**src/rtl/sar_sample_sink.sv**
```systemverilog
// Far-end consumer of the sar_control result interface: requests conversions with adc_en,
// buffers each load_reg result in a show-ahead FIFO and streams it out over valid/ready.
module sar_sample_sink #(
    parameter int WIDTH = 3,
    parameter int DEPTH = 4,
    parameter int CNT_W = 8
) (
    input  logic                       clk,
    input  logic                       rst_n,
    input  logic                       start,
    input  logic                       abort,
    input  logic [CNT_W-1:0]           num_samples,
    output logic                       adc_en,
    input  logic                       load_reg,
    input  logic [WIDTH-1:0]           reg_wdata,
    output logic                       out_valid,
    input  logic                       out_ready,
    output logic [WIDTH-1:0]           out_data,
    output logic [$clog2(DEPTH+1)-1:0] fifo_level,
    output logic                       busy,
    output logic                       done,
    output logic [CNT_W-1:0]           overflow_cnt
);

    localparam int PW = (DEPTH > 1) ? $clog2(DEPTH) : 1;
    localparam int LW = $clog2(DEPTH + 1);

    // Output stream handshake: a sample moves downstream on every clock edge where
    // out_valid and out_ready are both high; out_valid/out_data hold while stalled.

    typedef enum logic [1:0] {
        S_IDLE  = 2'd0,
        S_RUN   = 2'd1,
        S_DRAIN = 2'd2
    } state_t;

    state_t           state_q, state_d;
    logic             adc_en_q, adc_en_d;
    logic             done_q, done_d;
    logic [CNT_W-1:0] num_q, num_d;
    logic [CNT_W-1:0] cap_cnt_q, cap_cnt_d;
    logic [CNT_W-1:0] ovf_q, ovf_d;
    logic [WIDTH-1:0] mem_q [DEPTH];
    logic [WIDTH-1:0] mem_d [DEPTH];
    logic [PW-1:0]    wr_ptr_q, wr_ptr_d;
    logic [PW-1:0]    rd_ptr_q, rd_ptr_d;
    logic [LW-1:0]    level_q, level_d;

    logic             pop;
    logic             full;
    logic             capture;
    logic             push;
    logic             drop;
    logic             last_capture;

    always_comb begin
        pop          = (level_q != '0) && out_ready;
        full         = (level_q == LW'(DEPTH));
        capture      = (state_q == S_RUN) && load_reg;
        // A full FIFO still accepts a sample when the head leaves in the same cycle.
        push         = capture && (!full || pop);
        drop         = capture && !push;
        last_capture = capture && (CNT_W'(cap_cnt_q + CNT_W'(1)) == num_q);
    end

    always_comb begin
        state_d   = state_q;
        adc_en_d  = adc_en_q;
        done_d    = 1'b0;
        num_d     = num_q;
        cap_cnt_d = cap_cnt_q;
        ovf_d     = ovf_q;

        case (state_q)
            S_IDLE: begin
                if (start) begin
                    if (num_samples != '0) begin
                        num_d     = num_samples;
                        cap_cnt_d = '0;
                        ovf_d     = '0;
                        adc_en_d  = 1'b1;
                        state_d   = S_RUN;
                    end else begin
                        done_d = 1'b1;
                    end
                end
            end
            S_RUN: begin
                if (capture) begin
                    cap_cnt_d = CNT_W'(cap_cnt_q + CNT_W'(1));
                end
                if (drop && (ovf_q != {CNT_W{1'b1}})) begin
                    ovf_d = CNT_W'(ovf_q + CNT_W'(1));
                end
                if (last_capture || abort) begin
                    adc_en_d = 1'b0;
                    state_d  = S_DRAIN;
                end
            end
            S_DRAIN: begin
                if (level_q == '0) begin
                    done_d  = 1'b1;
                    state_d = S_IDLE;
                end
            end
            default: begin
                adc_en_d = 1'b0;
                state_d  = S_IDLE;
            end
        endcase
    end

    always_comb begin
        mem_d    = mem_q;
        wr_ptr_d = wr_ptr_q;
        rd_ptr_d = rd_ptr_q;
        level_d  = level_q;

        if (push) begin
            mem_d[wr_ptr_q] = reg_wdata;
            wr_ptr_d        = PW'(wr_ptr_q + PW'(1));
        end
        if (pop) begin
            rd_ptr_d = PW'(rd_ptr_q + PW'(1));
        end
        case ({push, pop})
            2'b10:   level_d = LW'(level_q + LW'(1));
            2'b01:   level_d = LW'(level_q - LW'(1));
            default: level_d = level_q;
        endcase
    end

    always_ff @(posedge clk or negedge rst_n) begin
        if (!rst_n) begin
            state_q   <= S_IDLE;
            adc_en_q  <= 1'b0;
            done_q    <= 1'b0;
            num_q     <= '0;
            cap_cnt_q <= '0;
            ovf_q     <= '0;
            mem_q     <= '{default: '0};
            wr_ptr_q  <= '0;
            rd_ptr_q  <= '0;
            level_q   <= '0;
        end else begin
            state_q   <= state_d;
            adc_en_q  <= adc_en_d;
            done_q    <= done_d;
            num_q     <= num_d;
            cap_cnt_q <= cap_cnt_d;
            ovf_q     <= ovf_d;
            mem_q     <= mem_d;
            wr_ptr_q  <= wr_ptr_d;
            rd_ptr_q  <= rd_ptr_d;
            level_q   <= level_d;
        end
    end

    assign adc_en       = adc_en_q;
    assign done         = done_q;
    assign busy         = (state_q != S_IDLE);
    assign out_valid    = (level_q != '0);
    assign out_data     = mem_q[rd_ptr_q];
    assign fifo_level   = level_q;
    assign overflow_cnt = ovf_q;

endmodule

```
**config.mk**
```make
export PLATFORM = sky130hd
export DESIGN_NAME = sar_sample_sink
export DESIGN_NICKNAME = d
export VERILOG_FILES = /design/src/rtl/sar_sample_sink.sv
export SDC_FILE = /design/constraint.sdc
export NUM_CORES = 1
export LEC_CHECK = 0
export CAP_MARGIN = 20
export CORE_MARGIN = 2
export CORE_UTILIZATION = 55
export DETAILED_ROUTE_END_ITERATION = 8
export PLACE_DENSITY = 0.78
export SLEW_MARGIN = 20
export SYNTH_ARGS = -nofsm -noshare
export SYNTH_HDL_FRONTEND = slang
export SYNTH_SLANG_ARGS = --single-unit
```
**constraint.sdc**
```tcl
create_clock -name clk -period 3.3 [get_ports clk]
set_input_delay 0.66 -clock clk [delete_from_list [all_inputs] [get_ports clk]]
set_output_delay 0.66 -clock clk [all_outputs]
set_load 0.05 [all_outputs]
```
; Yosys cells after proc, flatten, opt, wreduce, memory -nomap -nowiden
; Cells that the tools add are included.
[op_classes]
n_bitwise = 3
n_addsub = 6
mul = 0
muxes = 26
magnitude_cmp = 3
eq_ne = 13
reduce_logical = 23
div_mod_pow = 0
n_shift = 0
[op_table]
columns = op, n
row1 = 8-bit 2-to-1 mux, 4
row2 = 8-bit one-hot mux with 2 select lines, 2
row3 = 8-bit by 1-bit adder with 8-bit output (second input constant), 2
row4 = 4-bit AND reduction, 4
row5 = 12-bit bitwise mux, 1
row6 = 3-bit 2-to-1 mux, 3
row7 = 8-bit == test, 1
row8 = 2-bit 2-to-1 mux, 4
row9 = 2-bit inequality test (second input constant), 4
row10 = 8-bit inequality test (second input constant), 1
row11 = 8-bit nonzero test, 1
row12 = 1-bit logical AND, 7
row13 = 3-bit binary-select mux with 2-bit select, 1
row14 = 3-bit demux with 2-bit select, 1
row15 = 3-bit >= comparator (second input constant), 2
row16 = 1-bit 2-to-1 mux, 6
row17 = 2-bit inverter with 3-bit output, 2
row18 = 2-bit one-hot mux with 3 select lines, 1
row19 = 3-bit one-hot mux with 2 select lines, 1
row20 = 2-bit nonzero test, 3
row21 = 2-bit by 1-bit adder with 2-bit output (second input constant), 2
row22 = 2-bit by 1-bit == test with 1-bit output (second input constant), 2
row23 = 2-bit == test (second input constant), 2
row24 = 2-bit by 1-bit inequality test with 1-bit output (second input constant), 2
row25 = 13 further kinds, 15
[totals]
ff_bits = 47
memories = 0
rom_bits = 0
ramBits = 0
latch_bits = 0
output_inout_bits = 18

; Depth between registers and ports, before layout
; Gate-level depths: netlist (run 1).
[depth]
ltp_word = 9
ltp_mapped = 10

; Worst setup path after synthesis (run 1)
; No wires, ideal clock.
[synth_path]
path_kind = register to register
startpoint = register level_q[0] (netlist: fifo_level[0])
endpoint = register level_q[2] (netlist: fifo_level[2])
t_arrival_ns = 2.305
path_stages_with_launch = 9
setup_time_ns = 0.144
slack_ns = 0.851
required_time_ns = 3.156
path_cell_list = dfrtp_1 > or3_2 > and2_1 > ha_1 > inv_1 > fa_1 > xor2_1 > nor2_1 > xor2_1
[synth_between]
elab_chain_len = 6
elab_cells_between_ends = 12
[synth_lines]
columns = element, line
row1 = start: declaration, 47  ; logic [LW-1:0] level_q, level_d;
row2 = start signal: assignment, 155  ; level_q <= level_d;
row3 = 3-bit nonzero test (*), --
row4 = net out_valid, 16  ; output logic out_valid,
row5 = 1-bit logical AND (*), 57  ; pop = (level_q != '0) && out_ready;
row6 = net pop, 49  ; logic pop;
row7 = 1-bit logical OR, 61  ; push = capture && (!full || pop);
row8 = 1-bit logical AND, 61
row9 = 2-bit by 1-bit == test with 1-bit output or 2-bit == test (tied branches), 126  ; case ({push, pop})
row10 = 3-bit one-hot mux with 2 select lines or 2-bit nonzero test (tied branches), --
; Mark *: on every way through the listed nets, which the timed path passes. The rest lies on a longest branch.
; A chain may end at the register's enable or synchronous reset.

; Worst setup path after layout (run 1)
[layout_path]
startpoint = register rd_ptr_q[0]
endpoint = output port out_data[1]
[layout_between]
elab_chain_len = 4
[layout_lines]
columns = element, line
row1 = start: declaration, 46  ; logic [PW-1:0] rd_ptr_q, rd_ptr_d;
row2 = start signal: assignment, 154  ; rd_ptr_q <= rd_ptr_d;
row3 = 2-bit inverter with 3-bit output (implied by the code), 163  ; assign out_data = mem_q[rd_ptr_q];
row4 = 3-bit binary-select mux with 2-bit select, 163
row5 = 3-bit 2-to-1 mux (implied by the code) (2 in a row), 163
row6 = end: declaration, 18  ; output logic [WIDTH-1:0] out_data,
; No other way between the ends. The select of a mux whose other input is x is not followed.

==> results.cfg, run 1 <==
[sta]
fmax_mhz = 366
whs_ps = 349
setup_tns_ps = 0
clock_skew_ps = 2.45
slew_viol_final = 0
hold_viol_final = 0
period_minus_slack_ps = 2730
setup_violations = 0
tightest_slew_ps = 590
slew_headroom_pct = 60.7
rsz0062_at_grt = no
period_share_pct = 82.7

[power_and_ir_drop]
power.density_cell_area_mw_per_mm2 = 844
p_leak_nw = 1.30
vdd_drop_max_v = 0.000638
power_mw = 2.53

[yosys]
syn_area_per_cell_um2 = 10.3
ys_warn_count = 0
synth_flop_cell = dfrtp_1
synth_fp_nets = 269
synth_cell_types = 50
synth-seq-area-share_pct = 46.9
ys_ff_latch = 47
synth_top_area_share_pct = 46.9
synth_edf_count = 0
ys_top_cells_by_area = dfrtp_1 47%, nand2_1 6.3%, mux2_2 5.4%
synthArstFlopShare_pct = 100
synth_largest_area_cell = dfrtp_1
synth_cells = 244
netlist_area_mm2 = 0.00251

[floorplan]
io_pins = 35
core_region_area_mm2 = 0.00438
die_w_um = 71.5
die_area_mm2 = 0.00512
die_y_um = 71.5
start_util_pct = 57.2
row_count = 24

[final_layout]
antennaDiodeCount = 0
layout-drive-gt1-share_pct = 13.2
final_common_cell = dfrtp_1
fillers = 328
final_cell_mix = 47 x dfrtp_1, 42 x nand2_1, 33 x clkdlybuf4s50_1
layout.nets = 305
syn2layout_area_growth_pct = 19.3

[routing]
num_vias = 1873
antenna_left = 0
wl_met1_um = 2480
viasPerCell = 5.62
wl_per_cell_um = 15.1
highest_layer = met4
drt-total-wl_um = 5020
dr_wl_met2_um = 2260
wl_met3_um = 202
drt_iter0_markers = 124
drc = 0
first_pass_iters = 4

[place]
port_buffers = 34
dp_hpwl_um = 3600
gp_congestion = 0.867

[clock_network]
insertion_delay_ps = 300
path_clk_slew_ps = 90
holdBufCountCts = 0
htree_num_levels = 2
cts_buffers = 5
cts-root-buf = clkbuf_8
cts_resized = 0
cts_num_sinks = 47
post_cts.repair.setup_buffers = 0
cts_tree = done
cts.path.max_buffers = 2

[grt]
grt_pass1_wl_um = 8470
grt_pass1_vias = 1785
grt_max_degree = 48
gr-usage-all-layers_pct = 21.4
grt_remaining_overflow = 0
grt_antenna_before_repair = 0

[worst_setup_path]
arrival_ps = 2070
r2r_slack_ps = 1000
cp_data_required_time_ps = 2640
start_kind = flip-flop
crit_type = reg -> out
r2r_end = fifo_level[2]
critical_path_peak_fanout = 5
reg2reg_depth = 9
worstReg2RegStart = fifo_level[0]
crit_path_end_kind = output pin

[min_path]
hold_class = in -> async

[run_status]
outcome = finished, final reports clean

[flow_run]
drv_cap = 0
power by group:
part	internal [mW]	switching (mW)	total, mW
clock	0.249	0.201	0.450
combinational	0.477	0.642	1.12
sequential	0.771	0.185	0.956
registers in the layout, indices dropped and copies added (netlist names):
name	cells
done	1
adc_en	1
fifo_level	3
state_q	2
cap_cnt_q	8
rd_ptr_q	2
overflow_cnt	8
num_q	8
wr_ptr_q	2
mem_q	12
kinds of logic after synthesis:
kind of cell | synth area share, %
fa+ha+maj | 4.29
xor+xnor | 5.94
buf+inv | 4.89
simple gates | 18.7
mux | 8.48
flops | 46.9
compound gates | 10.8
worst max-delay path by stage:
stage          slack [ps]             to  depth (start not counted)     startpoint
2_1_floorplan         850  fifo_level[2]                          8  fifo_level[0]
3_3_place_gp          600  fifo_level[2]                         10      out_ready
3_5_place_dp          430  fifo_level[2]                         10      out_ready
4_1_cts               550    out_data[1]                          2    rd_ptr_q[0]
5_1_grt               490    out_data[1]                          2    rd_ptr_q[0]
6_report              570    out_data[1]                          2    rd_ptr_q[0]
per-layer routing:
metal  global-route usage, %  up-vias
met2                    32.4       39
met1                    31.2      906
met3                    4.22        5
li1                        -      923
met4                    6.92        0
met5                       0        -
through the flow:
stage | worst slack, ps | cells | instance area, um^2 | util, %
finish | 570 | 333 | 2990 | 68.3
global route | 493 | 333 | 2990 | 68.3
CTS | 546 | 333 | 2990 | 68.2
detailed placement | 425 | 325 | 2870 | 65.4
global placement | 602 | 325 | 2870 | 65.4
floorplan | 851 | 244 | 2510 | -
Yosys cell counts, types with 2 or more instances:
cell type / instances
a2111oi_0: 2
a2111oi_2: 2
o31ai_1: 5
or4_1: 2
mux4_2: 3
nor2_1: 14
nand3_1: 9
inv_1: 14
nand2b_1: 3
a21oi_1: 5
a31oi_1: 3
xor2_1: 8
xnor2_1: 9
nand2_1: 42
buf_6: 2
and2_1: 2
ha_1: 7
dfrtp_1: 47
nand4_1: 2
o21ai_0: 15
clkbuf_1: 4
mux2_2: 12
nor4_1: 5
critical path: stages, from the launching register on:
cell and delay (ps):
dfrtp_1 510, mux4_2 530, clkdlybuf4s50_1 720
layout make-up:
class                           instances  area [um^2]  share of cell area, %
Clock buffer                            6         82.6                   2.76
Tap cell                               52         65.1                   2.17
Timing Repair Buffer                   38          368                   12.3
Clock inverter                          2         38.8                   1.30
Inverter                               14         52.6                   1.76
Sequential cell                        47         1180                   39.3
Multi-Input combinational cell        174         1210                   40.4
Power figures use the tool's default switching activity.
==> run 2: changes to the inputs <==
--- a/config.mk
+++ b/config.mk
@@ -7,9 +7,9 @@
 export LEC_CHECK = 0
 export CAP_MARGIN = 20
 export CORE_MARGIN = 2
-export CORE_UTILIZATION = 55
+export CORE_UTILIZATION = 54
 export DETAILED_ROUTE_END_ITERATION = 8
-export PLACE_DENSITY = 0.78
+export PLACE_DENSITY = 0.77
 export SLEW_MARGIN = 20
 export SYNTH_ARGS = -nofsm -noshare
 export SYNTH_HDL_FRONTEND = slang
==> constraint.sdc (replaced) <==
create_clock -name clk -period 2.7 [get_ports clk]
set_input_delay 0.54 -clock clk [delete_from_list [all_inputs] [get_ports clk]]
set_output_delay 0.54 -clock clk [all_outputs]
set_load 0.05 [all_outputs]
==> run 2 against run 1 <==
  * Combinational power grew 23%
  * First-iteration DRC count down 11%
  * Clock skew increased by 2.9 ps
  * Clock power shrank 6.9%
  * Critical path depth stayed put
  * Worst setup slack got worse by 480 ps
  * Count of clock-buffer cells in the layout unchanged
  * Sequential share of layout area shrank 0.21 points
  * Core utilization down 0.096 points
  * Total power up 17%
  * Critical path type unchanged
  * Critical endpoint is now out_data[2]
==> results.cfg, run 2 (synthesis results as in run 1) <==
[clock_network]
cts.path.max_buffers = 2
path_clk_slew_ps = 90
htree_num_levels = 2
cts-root-buf = clkbuf_8
cts_resized = 0
cts_tree = done
cts_num_sinks = 47
cts_buffers = 5
insertion_delay_ps = 300

[final_layout]
fin_cells = 340
largest_register_ffs = 12
seqCellArea_mm2 = 0.00118
finalCoreUtilization_pct = 68.2
final_common_cell = dfrtp_1
regMostFlops = mem_q
layout-drive-gt1-share_pct = 14.6
syn2layout_area_growth_pct = 20.0
antennaDiodeCount = 0
multi_input_area_mm2 = 0.00121
final_cell_mix = 47 x dfrtp_1, 42 x nand2_1, 33 x clkdlybuf4s50_1
layout.nets = 312
post-route-cell-area_mm2 = 0.00301
fillers = 346

[sta]
clock_skew_ps = 5.38
period_share_pct = 96.7
setup_violations = 0
tightest_slew_ps = 522
timing.final.ws_setup_ps = 90.2
slew_viol_final = 0
hold_viol_final = 0
period_minus_slack_ps = 2610
setup_tns_ps = 0
fmax_mhz = 383
rsz0062_at_grt = no
slew_headroom_pct = 64.3

[grt]
grt_max_degree = 26
grt_pass1_wl_um = 8440
gr-usage-all-layers_pct = 20.8
grt_remaining_overflow = 0
grt_antenna_before_repair = 0
grt_pass1_vias = 1799

[worst_setup_path]
worstPathCellList = mux4_2, clkdlybuf4s50_1
critical_path_peak_fanout = 5
reg2reg_depth = 8
cp_data_required_time_ps = 2160
cp_slowest_cell = clkdlybuf4s50_1
start_kind = flip-flop
crit_type = reg -> out
arrival_ps = 2070
crit_path_end_kind = output pin
cp_slowest_stage_delay_ps = 710

[floorplan]
io_pins = 35
core_region_area_mm2 = 0.00441
die_y_um = 72.2
die_area_mm2 = 0.00521
row_count = 24
die_w_um = 72.2
start_util_pct = 56.8

[power_and_ir_drop]
power.density_cell_area_mw_per_mm2 = 986
p_leak_nw = 1.32
vdd_drop_max_v = 0.000699

[routing]
viasPerCell = 5.64
drc = 0
drt_iter0_markers = 110
drt-total-wl_um = 5180
num_vias = 1917
wl_per_cell_um = 15.2
first_pass_iters = 4
antenna_left = 0

[place]
place_inst = 331
dp_hpwl_um = 3760
port_buffers = 34
postPlaceCellArea_mm2 = 0.00291
gp_congestion = 0.792
place_ws_ps = 83.2

[min_path]
hold_class = reg -> reg
holdPathStages = 2

[flow_run]
drv_cap = 0

[run_status]
outcome = finished, final reports clean
run 2: report_power, final:
part,internal [mW],switching (mW)
clock,0.181,0.238
combinational,0.599,0.782
sequential,0.943,0.223
total,1.72,1.24
run 2: final timing paths:
| kind | end | startpoint | slack [ps] |
|---|---|---|---|
| max | out_data[2] | rd_ptr_q[0] | 90 |
| max in group asynchronous | adc_en | rst_n | 1650 |
| min | num_q[2] | num_q[2] | 500 |
| min reg2reg | num_q[2] | num_q[2] | 500 |
| min in group asynchronous | cap_cnt_q[7] | rst_n | 550 |
| max reg2reg | fifo_level[2] | fifo_level[1] | 550 |
run 2: per-stage QoR:
stage | hold slack [ps] | total power, mW
3_5_place_dp | 330 | 2.56
4_1_cts | 503 | 3.00
2_1_floorplan | 244 | 2.13
6_report | 500 | 2.97
5_1_grt | 518 | 3.14
3_3_place_gp | 333 | 2.52
run 2: final cells by class:
type / count / share of cell area, %
Timing Repair Buffer: 45 / 14.0
Tap cell: 52 / 2.16
Clock inverter: 2 / 0.416
Inverter: 14 / 1.75
Multi-Input combinational cell: 174 / 40.2
Clock buffer: 6 / 2.41
Sequential cell: 47 / 39.1
run 2: what timing repair did:
| action | in CTS | in global routing |
|---|---|---|
| hold buffers | 1 | 0 |
| endpoints found under the hold margin | 1 | 0 |
| setup buffers | 0 | 0 |
run 2: per-layer routing:
metal,routed length (um),part of all wire [%],global-route usage [%]
met1,2530,49,29.0
met2,2380,46,32.9
met3,212,4.1,4.44
met4,55,1.1,5.87
met5,0,0,0
run 2: worst max-delay path: cells and delay by family, from the launching register on:
| family | cells | cell delay (ps) |
|---|---|---|
| multiplexers | 1 | 550 |
| buffers and inverters | 1 | 710 |
| flip-flops | 1 | 510 |
==> run 3: changes to the inputs <==
--- a/config.mk
+++ b/config.mk
@@ -7,9 +7,10 @@
 export LEC_CHECK = 0
 export CAP_MARGIN = 20
 export CORE_MARGIN = 2
-export CORE_UTILIZATION = 54
+export CORE_UTILIZATION = 55
 export DETAILED_ROUTE_END_ITERATION = 8
-export PLACE_DENSITY = 0.77
+export DONT_BUFFER_PORTS = 1
+export PLACE_DENSITY = 0.68
 export SLEW_MARGIN = 20
 export SYNTH_ARGS = -nofsm -noshare
 export SYNTH_HDL_FRONTEND = slang
==> run 3 against run 2 <==
  * Non-clock buffer count decreased by 36
  * Register-to-register slack got worse by 200 ps
  * Routed wire length decreased by 10%
  * Global-route usage decreased by 0.34 points
  * Count of clock-buffer cells in the layout decreased by 1
  * Die area decreased by 1.7%
  * Worst setup slack improved by 260 ps
  * Core utilization decreased by 6.6 points
  * Sequential cell count unchanged
  * Hold slack got worse by 420 ps
  * Total power decreased by 4.2%
  * Combinational power decreased by 16%
==> results.cfg, run 3 (synthesis results as in run 1) <==
[power_and_ir_drop]
power_mw = 2.84
p_sw_mw = 1.18
p_seq_share_pct = 41.7
clock_power_share_pct = 17.5
swShare_pct = 41.5
vdd_drop_max_v = 0.000583
power.density_cell_area_mw_per_mm2 = 1050
p_leak_nw = 1.19
p_int_mw = 1.66
combPwrFrac_pct = 40.8

[final_layout]
layout.nets = 276
regMostFlops = mem_q
final_common_cell = dfrtp_1
final_cell_mix = 47 x dfrtp_1, 42 x nand2_1, 15 x o21ai_0
layout-drive-gt1-share_pct = 15.9
antennaDiodeCount = 0
fillers = 377
syn2layout_area_growth_pct = 7.53
largest_register_ffs = 12

[place]
gp_congestion = 0.759
port_buffers = 0
dp_hpwl_um = 3430

[floorplan]
die_area_mm2 = 0.00512
io_pins = 35
start_util_pct = 57.2
core_region_area_mm2 = 0.00438
die_y_um = 71.5
die_w_um = 71.5
row_count = 24

[run_status]
outcome = finished, final reports clean

[clock_network]
cts.path.max_buffers = 2
cts_num_sinks = 47
cts_resized = 0
cts-root-buf = clkbuf_8
insertion_delay_ps = 300
cts_tree = done
htree_num_levels = 2
path_clk_slew_ps = 80
cts_buffers = 5

[routing]
dr_wl_met2_um = 2190
first_pass_iters = 4
num_vias = 1754
viasPerCell = 5.79
drc = 0
antenna_left = 0
drt_iter0_markers = 121
wl_per_cell_um = 15.4
highest_layer = met4
wl_met1_um = 2200
drt-total-wl_um = 4650
wl_met3_um = 212

[min_path]
hold_class = in -> async

[grt]
grt_pass1_wl_um = 8050
gr-usage-all-layers_pct = 20.4
grt_antenna_before_repair = 0
grt_max_degree = 48
grt_pass1_vias = 1723
grt_remaining_overflow = 0

[worst_setup_path]
start_kind = flip-flop
r2r_end = fifo_level[2]
worstReg2RegStart = fifo_level[1]
crit_type = reg -> reg
critical_path_peak_fanout = 8
arrival_ps = 2580
r2r_slack_ps = 350
crit_path_end_kind = flip-flop
cp_data_required_time_ps = 2930
reg2reg_depth = 9

[sta]
period_minus_slack_ps = 2350
rsz0062_at_grt = no
slew_headroom_pct = 57.6
whs_ps = 77.3
slew_viol_final = 0
setup_tns_ps = 0
tightest_slew_ps = 631
fmax_mhz = 425
clock_skew_ps = 4.65
period_share_pct = 87.2
setup_violations = 0
hold_viol_final = 0

[flow_run]
drv_cap = 0
[run 3: cell type report]
cell class | count | area [um^2] | area share [%]
tap | 52 | 65.1 | 2.41
inverter | 14 | 52.6 | 1.95
multi-input combinational | 174 | 1210 | 44.9
clock inverter | 2 | 37.5 | 1.39
clock buffer | 5 | 68.8 | 2.55
timing repair buffer | 9 | 87.6 | 3.25
sequential | 47 | 1180 | 43.6
[run 3: worst max-delay path by stage]
stage                             start       endpoint  slack (ps)  depth (start not counted)
after floorplan           fifo_level[0]  fifo_level[2]         250                          8
after global placement        out_ready  fifo_level[2]         380                          9
after detailed placement      out_ready  fifo_level[2]         260                          9
after CTS                 fifo_level[1]  fifo_level[2]         340                          9
after global routing      fifo_level[1]  fifo_level[2]         120                          9
final                     fifo_level[1]  fifo_level[2]         350                          9
[run 3: what timing repair did]
action / CTS / global route
hold endpoints to repair: 47 / 0
buffers inserted: 0 / 0
hold buffers: 1 / 0
[run 3: critical path, stage by stage, from the launching register on]
cell,delay [ps]
dfrtp_1,400
nor4b_1,490
nor2_1,230
inv_1,110
ha_1,190
inv_1,60
fa_1,380
xor2_1,160
nor2_1,120
xor2_1,150
[run 3: routing by layer]
metal / track usage [%] / up-vias
li1: - / 870
met1: 27.4 / 850
met2: 32.1 / 29
met3: 6.19 / 5
met4: 6.29 / 0
met5: 0 / -
[run 3: power groups by stage]
stage,logic (mW),registers (mW),clock network [mW]
after floorplan,0.908,1.22,0
after global routing,1.27,1.23,0.547
after CTS,1.17,1.19,0.514
final,1.16,1.19,0.498
after detailed placement,1.15,1.20,0
after global placement,1.13,1.19,0
[run 3: metrics by stage]
stage / setup WS, ps / util (%) / cells / area [um^2]
6_report: 345 / 61.5 / 303 / 2700
4_1_cts: 340 / 61.5 / 303 / 2700
3_5_place_dp: 262 / 58.5 / 295 / 2560
2_1_floorplan: 251 / - / 244 / 2510
5_1_grt: 119 / 61.5 / 303 / 2700
3_3_place_gp: 385 / 58.5 / 295 / 2560
